File: src/rtl/oka_clmul_seq.sv
// oka_clmul_seq: multi-cycle overlap-free Karatsuba carry-less multiplier.
// One shared H x H carry-less core is time-multiplexed over three states
// (z0, z2, z1), then the sub-products are combined and optionally XOR-folded
// into a running accumulator for GHASH-style chains. Valid/ready on both sides.
module oka_clmul_seq #(
   parameter int WIDTH = 64
) (
   input  logic                 clk,
   input  logic                 rst_n,
   input  logic                 in_valid,
   output logic                 in_ready,
   input  logic [WIDTH-1:0]     a,
   input  logic [WIDTH-1:0]     b,
   input  logic                 acc_mode,
   input  logic                 acc_clr,
   output logic                 out_valid,
   input  logic                 out_ready,
   output logic [2*WIDTH-2:0]   y,
   output logic                 busy
);

   localparam int H  = WIDTH / 2;
   localparam int ZW = 2 * H - 1;
   localparam int P  = 2 * WIDTH - 1;

   localparam logic [2:0] S_IDLE = 3'd0;
   localparam logic [2:0] S_MUL0 = 3'd1;
   localparam logic [2:0] S_MUL1 = 3'd2;
   localparam logic [2:0] S_MUL2 = 3'd3;
   localparam logic [2:0] S_DONE = 3'd4;

   logic [2:0]       state_q, state_d;
   logic [WIDTH-1:0] a_q, b_q;
   logic             acc_mode_q, acc_clr_q;
   logic [ZW-1:0]    z0_q, z2_q;
   logic [P-1:0]     acc_q, y_q;

   logic             accept;
   logic [H-1:0]     core_x, core_y;
   logic [ZW-1:0]    core_z;
   logic [P-1:0]     prod, acc_base, y_d;

   // Shift-and-XOR carry-less product of two H-bit polynomials.
   function automatic logic [ZW-1:0] clmul_h(input logic [H-1:0] xv, input logic [H-1:0] yv);
      logic [ZW-1:0] r;
      r = '0;
      for (int i = 0; i < H; i++) begin
         if (yv[i]) r = r ^ (ZW'(xv) << i);
      end
      return r;
   endfunction

   assign in_ready  = (state_q == S_IDLE) | ((state_q == S_DONE) & out_ready);
   assign accept    = in_valid & in_ready;
   assign out_valid = (state_q == S_DONE);
   assign busy      = (state_q != S_IDLE);
   assign y         = y_q;

   // Sequencer: three core passes, then hold the result until it is taken.
   always_comb begin
      state_d = state_q;
      case (state_q)
         S_IDLE: if (accept) state_d = S_MUL0;
         S_MUL0: state_d = S_MUL1;
         S_MUL1: state_d = S_MUL2;
         S_MUL2: state_d = S_DONE;
         S_DONE: if (out_ready) state_d = in_valid ? S_MUL0 : S_IDLE;
         default: state_d = S_IDLE;
      endcase
   end

   // Steer the shared core: low halves, high halves, then the folded halves.
   always_comb begin
      core_x = a_q[H-1:0];
      core_y = b_q[H-1:0];
      case (state_q)
         S_MUL1: begin
            core_x = a_q[WIDTH-1:H];
            core_y = b_q[WIDTH-1:H];
         end
         S_MUL2: begin
            core_x = a_q[H-1:0] ^ a_q[WIDTH-1:H];
            core_y = b_q[H-1:0] ^ b_q[WIDTH-1:H];
         end
         default: ;
      endcase
      core_z = clmul_h(core_x, core_y);
   end

   // Karatsuba recombination (core_z is z1 in MUL2) and accumulator fold.
   always_comb begin
      prod = P'(z0_q)
           ^ (P'(core_z ^ z0_q ^ z2_q) << H)
           ^ (P'(z2_q) << WIDTH);
      acc_base = acc_clr_q ? '0 : acc_q;
      y_d      = acc_mode_q ? (prod ^ acc_base) : prod;
   end

   // State, operand latch, partial products, result and accumulator.
   always_ff @(posedge clk or negedge rst_n) begin
      if (!rst_n) begin
         state_q    <= S_IDLE;
         a_q        <= '0;
         b_q        <= '0;
         acc_mode_q <= 1'b0;
         acc_clr_q  <= 1'b0;
         z0_q       <= '0;
         z2_q       <= '0;
         y_q        <= '0;
         acc_q      <= '0;
      end else begin
         state_q <= state_d;
         if (accept) begin
            a_q        <= a;
            b_q        <= b;
            acc_mode_q <= acc_mode;
            acc_clr_q  <= acc_clr;
         end
         if (state_q == S_MUL0) z0_q <= core_z;
         if (state_q == S_MUL1) z2_q <= core_z;
         if (state_q == S_MUL2) begin
            y_q <= y_d;
            if (acc_mode_q) acc_q <= y_d;
         end
      end
   end

endmodule
File: config.mk
export PLATFORM = sky130hd
export DESIGN_NAME = oka_clmul_seq
export DESIGN_NICKNAME = d
export VERILOG_FILES = /design/src/rtl/oka_clmul_seq.sv
export SDC_FILE = /design/constraint.sdc
export NUM_CORES = 2
export LEC_CHECK = 0
export CAP_MARGIN = 20
export CORE_MARGIN = 2
export CORE_UTILIZATION = 30
export CTS_CLUSTER_DIAMETER = 150
export DETAILED_ROUTE_END_ITERATION = 8
export GPL_TIMING_DRIVEN = 0
export SLEW_MARGIN = 20
export SYNTH_ARGS = -nofsm -noshare
export SYNTH_HDL_FRONTEND = slang
export SYNTH_SLANG_ARGS = --single-unit
File: constraint.sdc
create_clock -name clk -period 4.4 [get_ports clk]
set_input_delay 0.88 -clock clk [delete_from_list [all_inputs] [get_ports clk]]
set_output_delay 0.88 -clock clk [all_outputs]
set_load 0.01 [all_outputs]
# After elaboration in Yosys (flattened, before gate mapping)
# Cells that the tools add are included.
[word_totals]
regBits = 513
input_bits = 134
[op_classes]
reduce_logical = 4
n_eq_ne = 6
mux = 40
n_bitwise = 41
[op_table]
columns = ["cell", "count"]
rows = [
  ["63-bit two-way mux", 31],
  ["127-bit two-way mux", 2],
  ["63-bit bitwise XOR", 3],
  ["32-bit case mux with 2 select lines", 2],
  ["127-bit bitwise XOR", 1],
  ["95-bit by 127-bit bitwise XOR with 127-bit output", 1],
  ["63-bit by 95-bit bitwise XOR with 95-bit output", 1],
  ["32-bit bitwise XOR", 2],
  ["63-bit by 33-bit bitwise XOR with 63-bit output", 1],
  ["63-bit by 34-bit bitwise XOR with 63-bit output", 1],
  ["63-bit by 35-bit bitwise XOR with 63-bit output", 1],
  ["63-bit by 36-bit bitwise XOR with 63-bit output", 1],
  ["63-bit by 37-bit bitwise XOR with 63-bit output", 1],
  ["63-bit by 38-bit bitwise XOR with 63-bit output", 1],
  ["63-bit by 39-bit bitwise XOR with 63-bit output", 1],
  ["63-bit by 40-bit bitwise XOR with 63-bit output", 1],
  ["63-bit by 41-bit bitwise XOR with 63-bit output", 1],
  ["63-bit by 42-bit bitwise XOR with 63-bit output", 1],
  ["63-bit by 43-bit bitwise XOR with 63-bit output", 1],
  ["63-bit by 44-bit bitwise XOR with 63-bit output", 1],
  ["63-bit by 45-bit bitwise XOR with 63-bit output", 1],
  ["63-bit by 46-bit bitwise XOR with 63-bit output", 1],
  ["63-bit by 47-bit bitwise XOR with 63-bit output", 1],
  ["63-bit by 48-bit bitwise XOR with 63-bit output", 1],
  ["28 further kinds", 32],
]

# Logic depth before layout (Yosys ltp)
[logic_depth]
depth_word = 71
ltp_mapped = 16
depth_no_buf = 10

# Worst setup path before layout
# OpenSTA, ideal clock, no wires.
[synth_path]
kind = "flip-flop to flip-flop"
startpoint = "reg state_q[0]"
endpoint = "reg acc_q[62]"
stages_incl_launch_ff = 13
setup_slack_ps = 1204
t_arrival_ps = 3100
setup_time_ps = 95
period_less_slack_ps = 3196
n_path_buf = 3
required_ps = 4305
path_cell_list = "dfrtp_1 buf_4 buf_4 buf_2 o21ai_0 a21o_2 o211ai_1 a211o_1 a211o_1 a211o_1 a211o_1 and3_1 o31ai_1"
[synth_via]
elab_chain_len = 71
[synth_rtl]
columns = ["item", "line", "source"]
rows = [
  ["start: declaration", "32", "logic [2:0] state_q, state_d;"],
  ["start signal: assignment", "112", "state_q <= state_d;"],
  ["3-bit by 2-bit == test with 1-bit output, on equally long branches", "76, 121", ""],
  ["32-bit case mux with 2 select lines", "76", "case (state_q)"],
  ["32-bit two-way mux", "48", "if (yv[i]) r = r ^ (ZW'(xv) << i);"],
  ["63-bit by 33-bit bitwise XOR with 63-bit output", "48", ""],
  ["63-bit two-way mux", "48", ""],
  ["63-bit by 34-bit bitwise XOR with 63-bit output", "48", ""],
  ["63-bit two-way mux", "48", ""],
  ["63-bit by 35-bit bitwise XOR with 63-bit output", "48", ""],
  ["(+54 left out)", "n/a", ""],
  ["63-bit two-way mux", "48", ""],
  ["63-bit bitwise XOR", "48", ""],
  ["63-bit two-way mux", "48", ""],
  ["63-bit bitwise XOR (2 in a row)", "93", "^ (P'(core_z ^ z0_q ^ z2_q) << H)"],
  ["63-bit by 95-bit bitwise XOR with 95-bit output", "93", ""],
  ["95-bit by 127-bit bitwise XOR with 127-bit output", "94", "^ (P'(z2_q) << WIDTH);"],
  ["127-bit bitwise XOR", "96", "y_d = acc_mode_q ? (prod ^ acc_base) : prod;"],
  ["127-bit two-way mux", "96", ""],
  ["end signal: assignment", "123", "if (acc_mode_q) acc_q <= y_d;"],
  ["end: declaration", "36", "logic [P-1:0] acc_q, y_q;"],
]
# Several ways; a longest one is shown, not always the timed one.
# A chain may end at the register's enable or synchronous reset.

# Final worst setup path
[layout_path]
startpoint = "reg state_q[1]"
endpoint = "reg y_q[63] (netlist: y[63])"
[layout_via]
elab_chain_len = 71
[layout_rtl]
columns = ["item", "line", "source"]
rows = [
  ["3-bit by 2-bit == test with 1-bit output, on equally long branches", "76, 121", ""],
  ["32-bit case mux with 2 select lines", "76", ""],
  ["32-bit two-way mux", "48", ""],
  ["63-bit by 33-bit bitwise XOR with 63-bit output", "48", ""],
  ["63-bit two-way mux", "48", ""],
  ["63-bit by 34-bit bitwise XOR with 63-bit output", "48", ""],
  ["63-bit two-way mux", "48", ""],
  ["63-bit by 35-bit bitwise XOR with 63-bit output", "48", ""],
  ["(+54 left out)", "n/a", ""],
  ["63-bit two-way mux", "48", ""],
  ["63-bit bitwise XOR", "48", ""],
  ["63-bit two-way mux", "48", ""],
  ["63-bit bitwise XOR (2 in a row)", "93", ""],
  ["63-bit by 95-bit bitwise XOR with 95-bit output", "93", ""],
  ["95-bit by 127-bit bitwise XOR with 127-bit output", "94", ""],
  ["127-bit bitwise XOR", "96", ""],
  ["127-bit two-way mux", "96", ""],
  ["end signal: assignment", "122", "y_q <= y_d;"],
  ["end: declaration", "36", ""],
]
# Several ways; a longest one is shown, not always the timed one.

==> results.json <==
{
  "status": "finished with violations",
  "violations": "negative setup slack",
  "start_util_pct": 30.2,
  "path_clk_slew_ns": 0.06,
  "ant_nets": 0,
  "grt_pass1_vias": 33600,
  "period_minus_slack_ns": 4.59,
  "synth_area_sq_mm": 0.0374,
  "pin_count": 264,
  "fin_ws_ns": -0.186,
  "viasPerCell": 5.42,
  "yosysSeqAreaShare_pct": 34.3,
  "final_nets": 4959,
  "port_buffers": 263,
  "hpwl_mm": 126,
  "place_congestion": 1.02,
  "grtUsageTotal_pct": 26.3,
  "wl_per_cell_microns": 26.4,
  "drive_gt1_share_pct": 10.2,
  "grt_antenna_before_repair": 9,
  "grt_max_degree": 92,
  "slew_violations": 0,
  "fp.dieH_microns": 357,
  "clk_latency_ns": 0.71,
  "period_share_pct": 104,
  "synth_seq_cells": 513,
  "routed_wl_mm": 172,
  "drt_iter0_drc": 4329,
  "ctsLongestPathBuffers": 3,
  "relSlewSlack_pct": 22.6,
  "coreArea_sq_mm": 0.124,
  "ys_types": 33,
  "cp.required_ns": 4.90,
  "drc": 0,
  "min_path_type": "in2async",
  "syn_nets": 4631,
  "rows": 129,
  "yosys_warnings": 0,
  "via_count": 35300,
  "multiInputGateArea_sq_mm": 0.0235,
  "dieArea_sq_mm": 0.127,
  "rsz0062_at_grt": "true",
  "grt_pass1_wl_mm": 244,
  "worst_setup_path_start_kind": "flip-flop",
  "arrival_ns": 5.09,
  "crit_fanout": 10,
  "first_pass_iters": 6,
  "finalSetupViolCount": 18,
  "end_kind": "flip-flop",
  "regArea_sq_mm": 0.0128,
  "die_w_microns": 357,
  "clock.fmax_ghz": 0.218,
  "cts_tree": "built",
  "fin_worst_skew_ns": 0.101,
  "area_growth_pct": 20.0,
  "fillerInstances": 12900,
  "postSynthCellCount": 4497,
  "worst_pin_slew_ns": 1.16,
  "critical_path_class": "reg2reg",
  "cts_buffers": 55,
  "cts_sinks": 513,
  "overflow": 0,
  "cts_max_level": 2,
  "cts_root_buf": "clkbuf_16",
  "drv_cap": 0,
  "hold_viol": 0,
  "postSynthAreaPerCell_sq_um": 8.31,
  "fin_util_pct": 36.3
}
## state kept, by name, indices dropped and copies added (netlist names)
name,flops
acc_mode_q,1
y,127
z2_q,63
acc_q,127
a_q,64
acc_clr_q,1
z0_q,63
b_q,64
state_q,3
## cell families (layout without fill, tap and decap cells)
group / count (synthesis) / count (layout) / synth area share (%)
XOR/XNOR: 1115 / 1115 / 27.7
flip-flops: 513 / 513 / 34.3
AO/OA/AOI/OAI: 820 / 820 / 13.6
AND/OR/NAND/NOR: 1589 / 1589 / 16.5
multiplexers: 130 / 130 / 3.92
other: 0 / 5 / 0
buffers and inverters: 330 / 705 / 3.93
## final timing paths
kind                            start        end  slack, ns  cells after the start
max in group asynchronous       rst_n    b_q[61]       2.88                      3
max reg2reg                state_q[1]      y[63]      -0.19                     13
max                        state_q[1]      y[63]      -0.19                     13
min                             rst_n  acc_q[25]       0.17                      1
min in group clk               y[108]     y[108]       0.47                      2
min reg2reg                    y[108]     y[108]       0.47                      2
## critical path, cell delays in order, from the launching register on
cell and delay, ns:
dfrtp_1 0.46, nor2b_1 0.18, buf_6 0.14, buf_6 0.15, buf_6 0.18, buf_2 0.27, a21oi_2 0.89, o211ai_1 0.28
a211o_1 0.37, a211o_1 0.33, a211o_1 0.32, a211o_1 0.43, and3_1 0.24, o31ai_1 0.23
## per-stage QoR
| stage | TNS, ns | area, sq um | setup slack [ns] | hold WS, ns | cells |
|---|---|---|---|---|---|
| after floorplan | 0 | 37400 | 1.20 | 0.448 | 4497 |
| after detailed placement | -45.71 | 42500 | -0.835 | 0.466 | 6414 |
| after global placement | - | 42100 | -21.05 | 0.459 | 6397 |
| after CTS | -0.0609 | 44600 | -0.0609 | 0.152 | 6505 |
| after global routing | -1.00 | 44900 | -0.126 | 0.186 | 6510 |
| final | -1.47 | 44900 | -0.186 | 0.173 | 6514 |
## cell usage in the layout (no fill, tap or decap), types with 63 or more instances in the layout
cell type        count
clkbuf_1           136
nand2_1            783
nor2_1             664
a21oi_1             82
xnor2_1            951
xor2_1             101
mux2_2             130
dfrtp_1            513
o21ai_0            372
a211oi_1            63
nand3_1            131
o211ai_1           132
clkdlybuf4s50_1    262
buf_2               68
## cells in the mapped netlist, drive strengths merged
library cell  count  area (sq um)
a211o            24           210
a211oi           65           488
a21o             64           483
a21oi           131           768
a22o              1          8.76
and2              1          6.26
and3              4          25.0
buf             148           786
clkbuf          181           679
dfrtp           513         12800
inv               1          3.75
mux2            130          1460
nand2           783          2940
nand2b            1          6.26
nand3           131           656
nor2            664          2490
nor2b             2          12.5
nor3b             2          15.0
o211a            22           220
o211ai          132           991
o21ai           375          1880
o31ai             6          45.0
or3               1          6.26
xnor2           970          8500
xnor3            44           991
xor2            101           885
## repair_timing
item / in CTS / in global routing
resized for setup: 106 / 94
gates cloned: 0 / 0
hold buffers: 0 / 0
endpoints found under the setup margin: 168 / 129
buffers inserted: 0 / 5
pin swaps: 0 / 3
## area by class of cell
class,count,area share [%]
Buffer,314,3.55
Inverter,1,0.00836
Clock buffer,81,3.46
Timing Repair Buffer,286,6.65
Tap cell,1637,4.56
Clock inverter,23,0.817
Sequential cell,513,28.6
Multi-Input combinational cell,3654,52.3
Antenna cell,5,0.0279
## routing by layer
| layer | vias to the layer above | wire length, microns | track usage (%) |
|---|---|---|---|
| met5 | - | 85 | 0 |
| li1 | 15400 | - | - |
| met1 | 17100 | 68900 | 33.9 |
| met4 | 10 | 11200 | 14.6 |
| met2 | 2159 | 73900 | 40.2 |
| met3 | 609 | 18100 | 6.78 |
Power is not shown: default switching activity piles up to over one toggle a cycle in this logic, so the estimate is an artifact.
